`src/rtl/ssd_pkg.sv`:
```
// Shared types and constants for the eight-digit seven-segment scanner:
// FSM states, active-low hex segment table, idle drive levels, index stepping.
package ssd_pkg;

  typedef enum logic {
    BLANK = 1'b0,
    SHOW  = 1'b1
  } state_t;

  localparam logic [7:0] CATH_OFF = 8'hFF;
  localparam logic [7:0] AN_OFF   = 8'hFF;

  // Active-low {a,b,c,d,e,f,g}, indexed by the hex value.
  localparam logic [6:0] HEX_SEG [16] = '{
    7'b0000001, 7'b1001111, 7'b0010010, 7'b0000110,
    7'b1001100, 7'b0100100, 7'b0100000, 7'b0001111,
    7'b0000000, 7'b0000100, 7'b0001000, 7'b1100000,
    7'b0110001, 7'b1000010, 7'b0110000, 7'b0111000
  };

  // Lowest enabled index above cur, else the lowest enabled overall; cur if none.
  function automatic logic [2:0] next_idx(input logic [7:0] en, input logic [2:0] cur);
    logic [2:0] cand;
    next_idx = cur;
    for (int k = 8; k >= 1; k--) begin
      cand = cur + 3'(k);
      if (en[cand]) next_idx = cand;
    end
  endfunction

endpackage

```
`src/rtl/ssd_scan_ctrl_if.sv`:
```
// Display-side bundle of the scanner: digit data/enables in, anode/cathode drive out.
// The brightness input exists only when SSD_BRIGHTNESS_EN is defined.
interface ssd_scan_ctrl_if;

  logic [31:0] digits_in;
  logic [7:0]  digit_en;
  logic [7:0]  dp_in;
  logic [7:0]  An;
  logic [7:0]  Cath;
  logic [2:0]  scan_idx;
  logic        frame_tick;
`ifdef SSD_BRIGHTNESS_EN
  logic [2:0]  brightness;

  modport master (output digits_in, digit_en, dp_in, brightness,
                  input  An, Cath, scan_idx, frame_tick);
  modport slave  (input  digits_in, digit_en, dp_in, brightness,
                  output An, Cath, scan_idx, frame_tick);
`else
  modport master (output digits_in, digit_en, dp_in,
                  input  An, Cath, scan_idx, frame_tick);
  modport slave  (input  digits_in, digit_en, dp_in,
                  output An, Cath, scan_idx, frame_tick);
`endif

endinterface

```
`src/rtl/ssd_hex_decode.sv`:
```
// Combinational hex nibble to active-low seven-segment pattern {a..g}.
module ssd_hex_decode
  import ssd_pkg::*;
(
  input  logic [3:0] nibble,
  output logic [6:0] seg
);

  assign seg = HEX_SEG[nibble];

endmodule

```
`src/rtl/ssd_scan_ctrl.sv`:
```
// Time-multiplexed scanner for an eight-digit common-anode display with dead-time
// between slots. Optional SSD_BRIGHTNESS_EN adds a 3-bit per-slot anode duty control.
module ssd_scan_ctrl
  import ssd_pkg::*;
#(
  parameter int SCAN_DIV  = 262143,
  parameter int BLANK_CYC = 1024
) (
  input  logic            Clk,
  input  logic            Reset,
  ssd_scan_ctrl_if.slave  bus
);

  localparam int MAXC = (SCAN_DIV > BLANK_CYC - 1) ? SCAN_DIV : BLANK_CYC - 1;
  localparam int CW   = (MAXC < 1) ? 1 : $clog2(MAXC + 1);
  localparam logic [CW-1:0] SHOW_LAST  = CW'(SCAN_DIV);
  localparam logic [CW-1:0] BLANK_LAST = CW'(BLANK_CYC - 1);

  state_t        state_reg, state_next;
  logic [CW-1:0] cnt_reg, cnt_next;
  logic [2:0]    idx_reg, idx_next;
  logic [7:0]    an_reg, an_next;
  logic [7:0]    cath_reg, cath_next;
  logic          tick_reg, tick_next;
  logic [6:0]    seg_sel;
  logic [7:0]    an_sel;
  logic          an_on;

  ssd_hex_decode u_decode (
    .nibble (bus.digits_in[{idx_next, 2'b00} +: 4]),
    .seg    (seg_sel)
  );

`ifdef SSD_BRIGHTNESS_EN
  localparam logic [CW+3:0] SLOT_LEN = (CW+4)'(SCAN_DIV + 1);
  // Lit while cnt*8 < (brightness+1)*slot_len; evaluated on the count being entered.
  assign an_on = ({1'b0, cnt_next, 3'b000} <
                  SLOT_LEN * {{(CW+1){1'b0}}, bus.brightness} + SLOT_LEN);
`else
  assign an_on = 1'b1;
`endif

  for (genvar gi = 0; gi < 8; gi++) begin : g_an
    assign an_sel[gi] = ~(an_on && (idx_next == 3'(gi)));
  end

  always_comb begin
    state_next = state_reg;
    cnt_next   = cnt_reg + CW'(1);
    idx_next   = idx_reg;
    tick_next  = 1'b0;
    case (state_reg)
      BLANK: begin
        if (cnt_reg == BLANK_LAST) begin
          cnt_next = cnt_reg;
          if (bus.digit_en != 8'h00) begin
            state_next = SHOW;
            cnt_next   = '0;
            if (!bus.digit_en[idx_reg]) idx_next = next_idx(bus.digit_en, idx_reg);
          end
        end
      end
      SHOW: begin
        // Losing the current digit's enable cuts the slot short.
        if (!bus.digit_en[idx_reg] || cnt_reg == SHOW_LAST) begin
          state_next = BLANK;
          cnt_next   = '0;
          if (bus.digit_en != 8'h00) begin
            idx_next  = next_idx(bus.digit_en, idx_reg);
            tick_next = (idx_next <= idx_reg);
          end
        end
      end
      default: begin
        state_next = BLANK;
        cnt_next   = '0;
      end
    endcase
  end

  always_comb begin
    an_next   = AN_OFF;
    cath_next = CATH_OFF;
    if (state_next == SHOW) begin
      an_next   = an_sel;
      // Cathodes are captured once on slot entry and held for the whole slot.
      cath_next = (state_reg == SHOW) ? cath_reg
                                      : {seg_sel, ~bus.dp_in[idx_next]};
    end
  end

  always_ff @(posedge Clk) begin
    if (Reset) begin
      state_reg <= BLANK;
      cnt_reg   <= '0;
      idx_reg   <= '0;
      an_reg    <= AN_OFF;
      cath_reg  <= CATH_OFF;
      tick_reg  <= 1'b0;
    end else begin
      state_reg <= state_next;
      cnt_reg   <= cnt_next;
      idx_reg   <= idx_next;
      an_reg    <= an_next;
      cath_reg  <= cath_next;
      tick_reg  <= tick_next;
    end
  end

  assign bus.An         = an_reg;
  assign bus.Cath       = cath_reg;
  assign bus.scan_idx   = idx_reg;
  assign bus.frame_tick = tick_reg;

endmodule

```
`src/flat_wrapper.sv`:
```
// flat-port wrapper written by rule: the top's interface ports become plain ports
module ssd_scan_ctrl_flat import ssd_pkg::*;
#(
  parameter int SCAN_DIV  = 262143,
  parameter int BLANK_CYC = 1024
)
  (Clk, Reset, bus_digits_in, bus_digit_en, bus_dp_in, bus_An, bus_Cath, bus_scan_idx, bus_frame_tick);
  ssd_scan_ctrl_if bus_i ();
  input  logic Clk;
  input  logic Reset;
  input wire logic [$bits(bus_i.digits_in)-1:0] bus_digits_in;
  input wire logic [$bits(bus_i.digit_en)-1:0] bus_digit_en;
  input wire logic [$bits(bus_i.dp_in)-1:0] bus_dp_in;
  output wire logic [$bits(bus_i.An)-1:0] bus_An;
  output wire logic [$bits(bus_i.Cath)-1:0] bus_Cath;
  output wire logic [$bits(bus_i.scan_idx)-1:0] bus_scan_idx;
  output wire logic [$bits(bus_i.frame_tick)-1:0] bus_frame_tick;
  assign bus_i.digits_in = bus_digits_in;
  assign bus_i.digit_en = bus_digit_en;
  assign bus_i.dp_in = bus_dp_in;
  assign bus_An = bus_i.An;
  assign bus_Cath = bus_i.Cath;
  assign bus_scan_idx = bus_i.scan_idx;
  assign bus_frame_tick = bus_i.frame_tick;
  ssd_scan_ctrl #(.SCAN_DIV(SCAN_DIV), .BLANK_CYC(BLANK_CYC)) u_core (.Clk(Clk), .Reset(Reset), .bus(bus_i));
endmodule
```
`config.mk`:
```
export PLATFORM = sky130hd
export DESIGN_NAME = ssd_scan_ctrl_flat
export DESIGN_NICKNAME = d
export VERILOG_FILES = /design/src/rtl/ssd_pkg.sv /design/src/rtl/ssd_scan_ctrl_if.sv /design/src/rtl/ssd_hex_decode.sv /design/src/rtl/ssd_scan_ctrl.sv /design/src/flat_wrapper.sv
export SDC_FILE = /design/constraint.sdc
export NUM_CORES = 1
export LEC_CHECK = 0
export ABC_CLOCK_PERIOD_IN_PS = 13900
export BUFFER_PORTS_ARGS = -buffer_cell sky130_fd_sc_hd__buf_2
export CAP_MARGIN = 20
export CORE_AREA = 10 10 80 89
export DETAILED_ROUTE_END_ITERATION = 16
export DIE_AREA = 0 0 90 99
export HOLD_SLACK_MARGIN = 0.08
export PLACE_DENSITY = 0.9
export SYNTH_ARGS = -nofsm -noshare
export SYNTH_HDL_FRONTEND = slang
export SYNTH_HIERARCHICAL = 1
export SYNTH_SLANG_ARGS = --single-unit
```
`constraint.sdc`:
```
create_clock -name Clk -period 13.9 [get_ports Clk]
set_input_delay 1.39 -clock Clk [delete_from_list [all_inputs] [get_ports Clk]]
set_output_delay 1.39 -clock Clk [all_outputs]
set_load 0.05 [all_outputs]
```
==> flow_summary_export.csv <==
group,metric,value,unit
floorplan,num_io_pins,70,
clock_tree,htreeDepth,2,
synthesis,async_flop_share,0,
cells_and_area,seq_area,780.7,um^2
timing,setup_tns,0,ns
clock_tree,cts_root_buf,"clkbuf_8",
pwr,p_total,245.5,uW
synthesis,syn_inst,334,
clock_tree,cts_buffers,5,
cells_and_area,layout.nets,460,
timing,maxClockFrequency,161.4,MHz
detailed_routing,viasPerCell,6.302,
synthesis,yosys_most_used_dff,"dfxtp_1",
floorplan,initial_core_util,0.5821,
cells_and_area,area_delta_synth_final,16.25,%
critical_path,reg2reg_setup_slack,7.70,ns
grt,grt_pass1_vias,2990,
timing,hold_violations,0,
timing,fin_ws,7.705,ns
floorplan,chipWidth,90,um
synthesis,ys_seq_area_frac,0.2536,
detailed_routing,drtIter0Drc,284,
synthesis,syn-cell-area,3079,um^2
critical_path,path_class,"reg -> reg",
critical_path,worstSetupEndpointType,"register",
timing,setup_viol,0,
clock_tree,worstSkewPairLatency,0.30,ns
cells_and_area,final_cell_mix,"69 x buf_2, 39 x dfxtp_1, 29 x nor2_1",
synthesis,synth_edf_count,0,
floorplan,core,5290,um^2
detailed_routing,route.detailed.drc,0,
grt,grt_first_pass_wirelength,14.50,mm
cells_and_area,finalNonFillerCells,473,
floorplan,dieArea,8910,um^2
synthesis,synth_top_area_cell,"dfxtp_1",
cells_and_area,multiInputGateArea,2165,um^2
critical_path,crit_required,14.07,ns
synthesis,synth_top_area_frac,0.2536,
timing,finalCritPeriodShare,0.4457,
detailed_routing,drtAntennaViolNets,0,
cells_and_area,final_cell_area,3580,um^2
cells_and_area,drive_gt1_frac,0.2965,
synthesis,synthTopCellsByArea,"dfxtp_1 25%, mux4_2 14%, mux2i_1 7.5%, ha_1 5.3%, mux2_2 4.4%",
synthesis,avgSynthCellArea,9.219,um^2
timing,holdWs,0.4722,ns
placed_design,place_inst,464,
clock_tree,hold_buffers,0,
synthesis,synth_nets,397,
placed_design,hpwl,6.467,mm
timing,period_minus_slack,6.195,ns
floorplan,fp.dieH,99,um
critical_path,critPathArrivalTime,6.37,ns
timing,slew_headroom,0.3454,
placed_design,gp_congestion,0.8767,
clock_tree,cts_tree,"done",
run,cap_violations,0,
synthesis,ys_ff_latch,39,
cells_and_area,largest_reg_flops,18,
timing,rsz0062_at_grt,"false",
pwr,vdd_drop_max,0.04454,mV
detailed_routing,wl_per_cell,18.42,um
clock_tree,cts.sinks,39,
hold_path,hold_path.class,"reg -> reg",
pwr,total_leakage_power,1.399,nW
timing,tightest_slew,0.9805,ns
synthesis,ys_types,53,
detailed_routing,via_count,2981,
detailed_routing,wl,8.715,mm
clock_tree,cts_buffer_depth,2,
placed_design,port_buffers,69,
critical_path,worst_setup_path_start_kind,"register",
grt,grt-ovfl-total,0,
cells_and_area,n_fill_cell,410,
floorplan,rows,28,
cells_and_area,fin_util,0.6767,
run_status,status,"finished clean",
pwr,power.density_cell_area,68.59,nW/um^2
placed_design,place_ws,7.606,ns
placed_design,placed_area,3456,um^2
cells_and_area,diodes,0,
cells_and_area,final_common_cell,"buf_2",
clock_tree,cts-resized-gates,0,
clock_tree,cts_setup_buffers,0,
grt,grt_max_degree,25,
timing,finalMaxSlewViolations,0,
synthesis,yosys_warnings,6,
detailed_routing,drt_pass1_iterations,5,
grt,antenna_found_initial,0,
grt,grt_usage,0.1920,
timing,skew,0.008658,ns
clock_tree,clk_pin_slew_worst_paths,0.08,ns
critical_path,cp_max_fo,24,
path summary, 6_finish.rpt:
kind,end,from,cells past startpoint
min,u_core/bus.Cath[1],u_core/bus.Cath[1],2
min reg2reg,u_core/bus.Cath[1],u_core/bus.Cath[1],2
max reg2reg,u_core/bus.Cath[4],u_core/bus.scan_idx[1],17
max,u_core/bus.Cath[4],u_core/bus.scan_idx[1],17
cells by family after synthesis:
logic type,after synthesis,share of synthesized area
simple gates,120,0.1975
compound gates,56,0.1252
fa+ha+maj,13,0.05283
buf+inv,31,0.04591
flops,39,0.2536
xor+xnor,19,0.05404
mux,56,0.2710
per-layer routing:
metal  routed length (um)  vias up  track usage
li1                     -     1380            -
met2                 4353      175       0.3283
met4                  154        0      0.08211
met3                  791       23      0.05311
met5                    0        -            0
met1                 3416     1403       0.2206
area by class of cell:
cell class / count / share of cell area
Tap cell: 75 / 0.02621
Inverter: 15 / 0.01573
Clock inverter: 3 / 0.01223
Sequential cell: 39 / 0.2181
Multi-Input combinational cell: 264 / 0.6047
Clock buffer: 5 / 0.01922
Timing Repair Buffer: 72 / 0.1038
cell usage after synthesis (2+ instances only):
library cell / number
a21o_1: 2
a21oi_1: 6
a22oi_1: 3
a31oi_1: 6
and2_1: 5
and3_1: 6
buf_2: 5
buf_6: 2
clkbuf_1: 8
dfxtp_1: 39
ha_1: 13
inv_1: 12
inv_2: 2
mux2_2: 12
mux2i_1: 23
mux4_2: 19
nand2_1: 18
nand2b_1: 4
nand3_1: 21
nand3b_1: 4
nand4_1: 6
nor2_1: 29
nor2b_1: 4
nor3_1: 8
nor4_1: 9
o211ai_1: 3
o21a_1: 2
o21ai_0: 16
o31a_1: 2
o31ai_1: 2
or3_1: 3
or3b_1: 2
xnor2_1: 9
xor2_1: 10
where the power goes:
group          switching, mW  internal (mW)  total [mW]
sequential           0.00108          0.112       0.113
clock                 0.0421         0.0534      0.0955
combinational         0.0185         0.0181      0.0366
total                 0.0617          0.184       0.246
worst max-delay path, stage by stage, from the launching register on:
cell	delay, ns
dfxtp_1	0.94
clkinv_1	0.48
ha_1	0.58
mux4_2	0.58
nor2b_1	0.17
a21oi_1	0.35
and2_1	0.22
a311oi_2	0.07
xnor2_2	0.48
buf_6	0.23
mux4_2	0.49
mux2_2	0.33
inv_1	0.17
ha_1	0.20
inv_1	0.05
mux4_1	0.48
mux2i_1	0.14
nand2_1	0.07
Note: power is estimated with default switching activity, not from simulation.
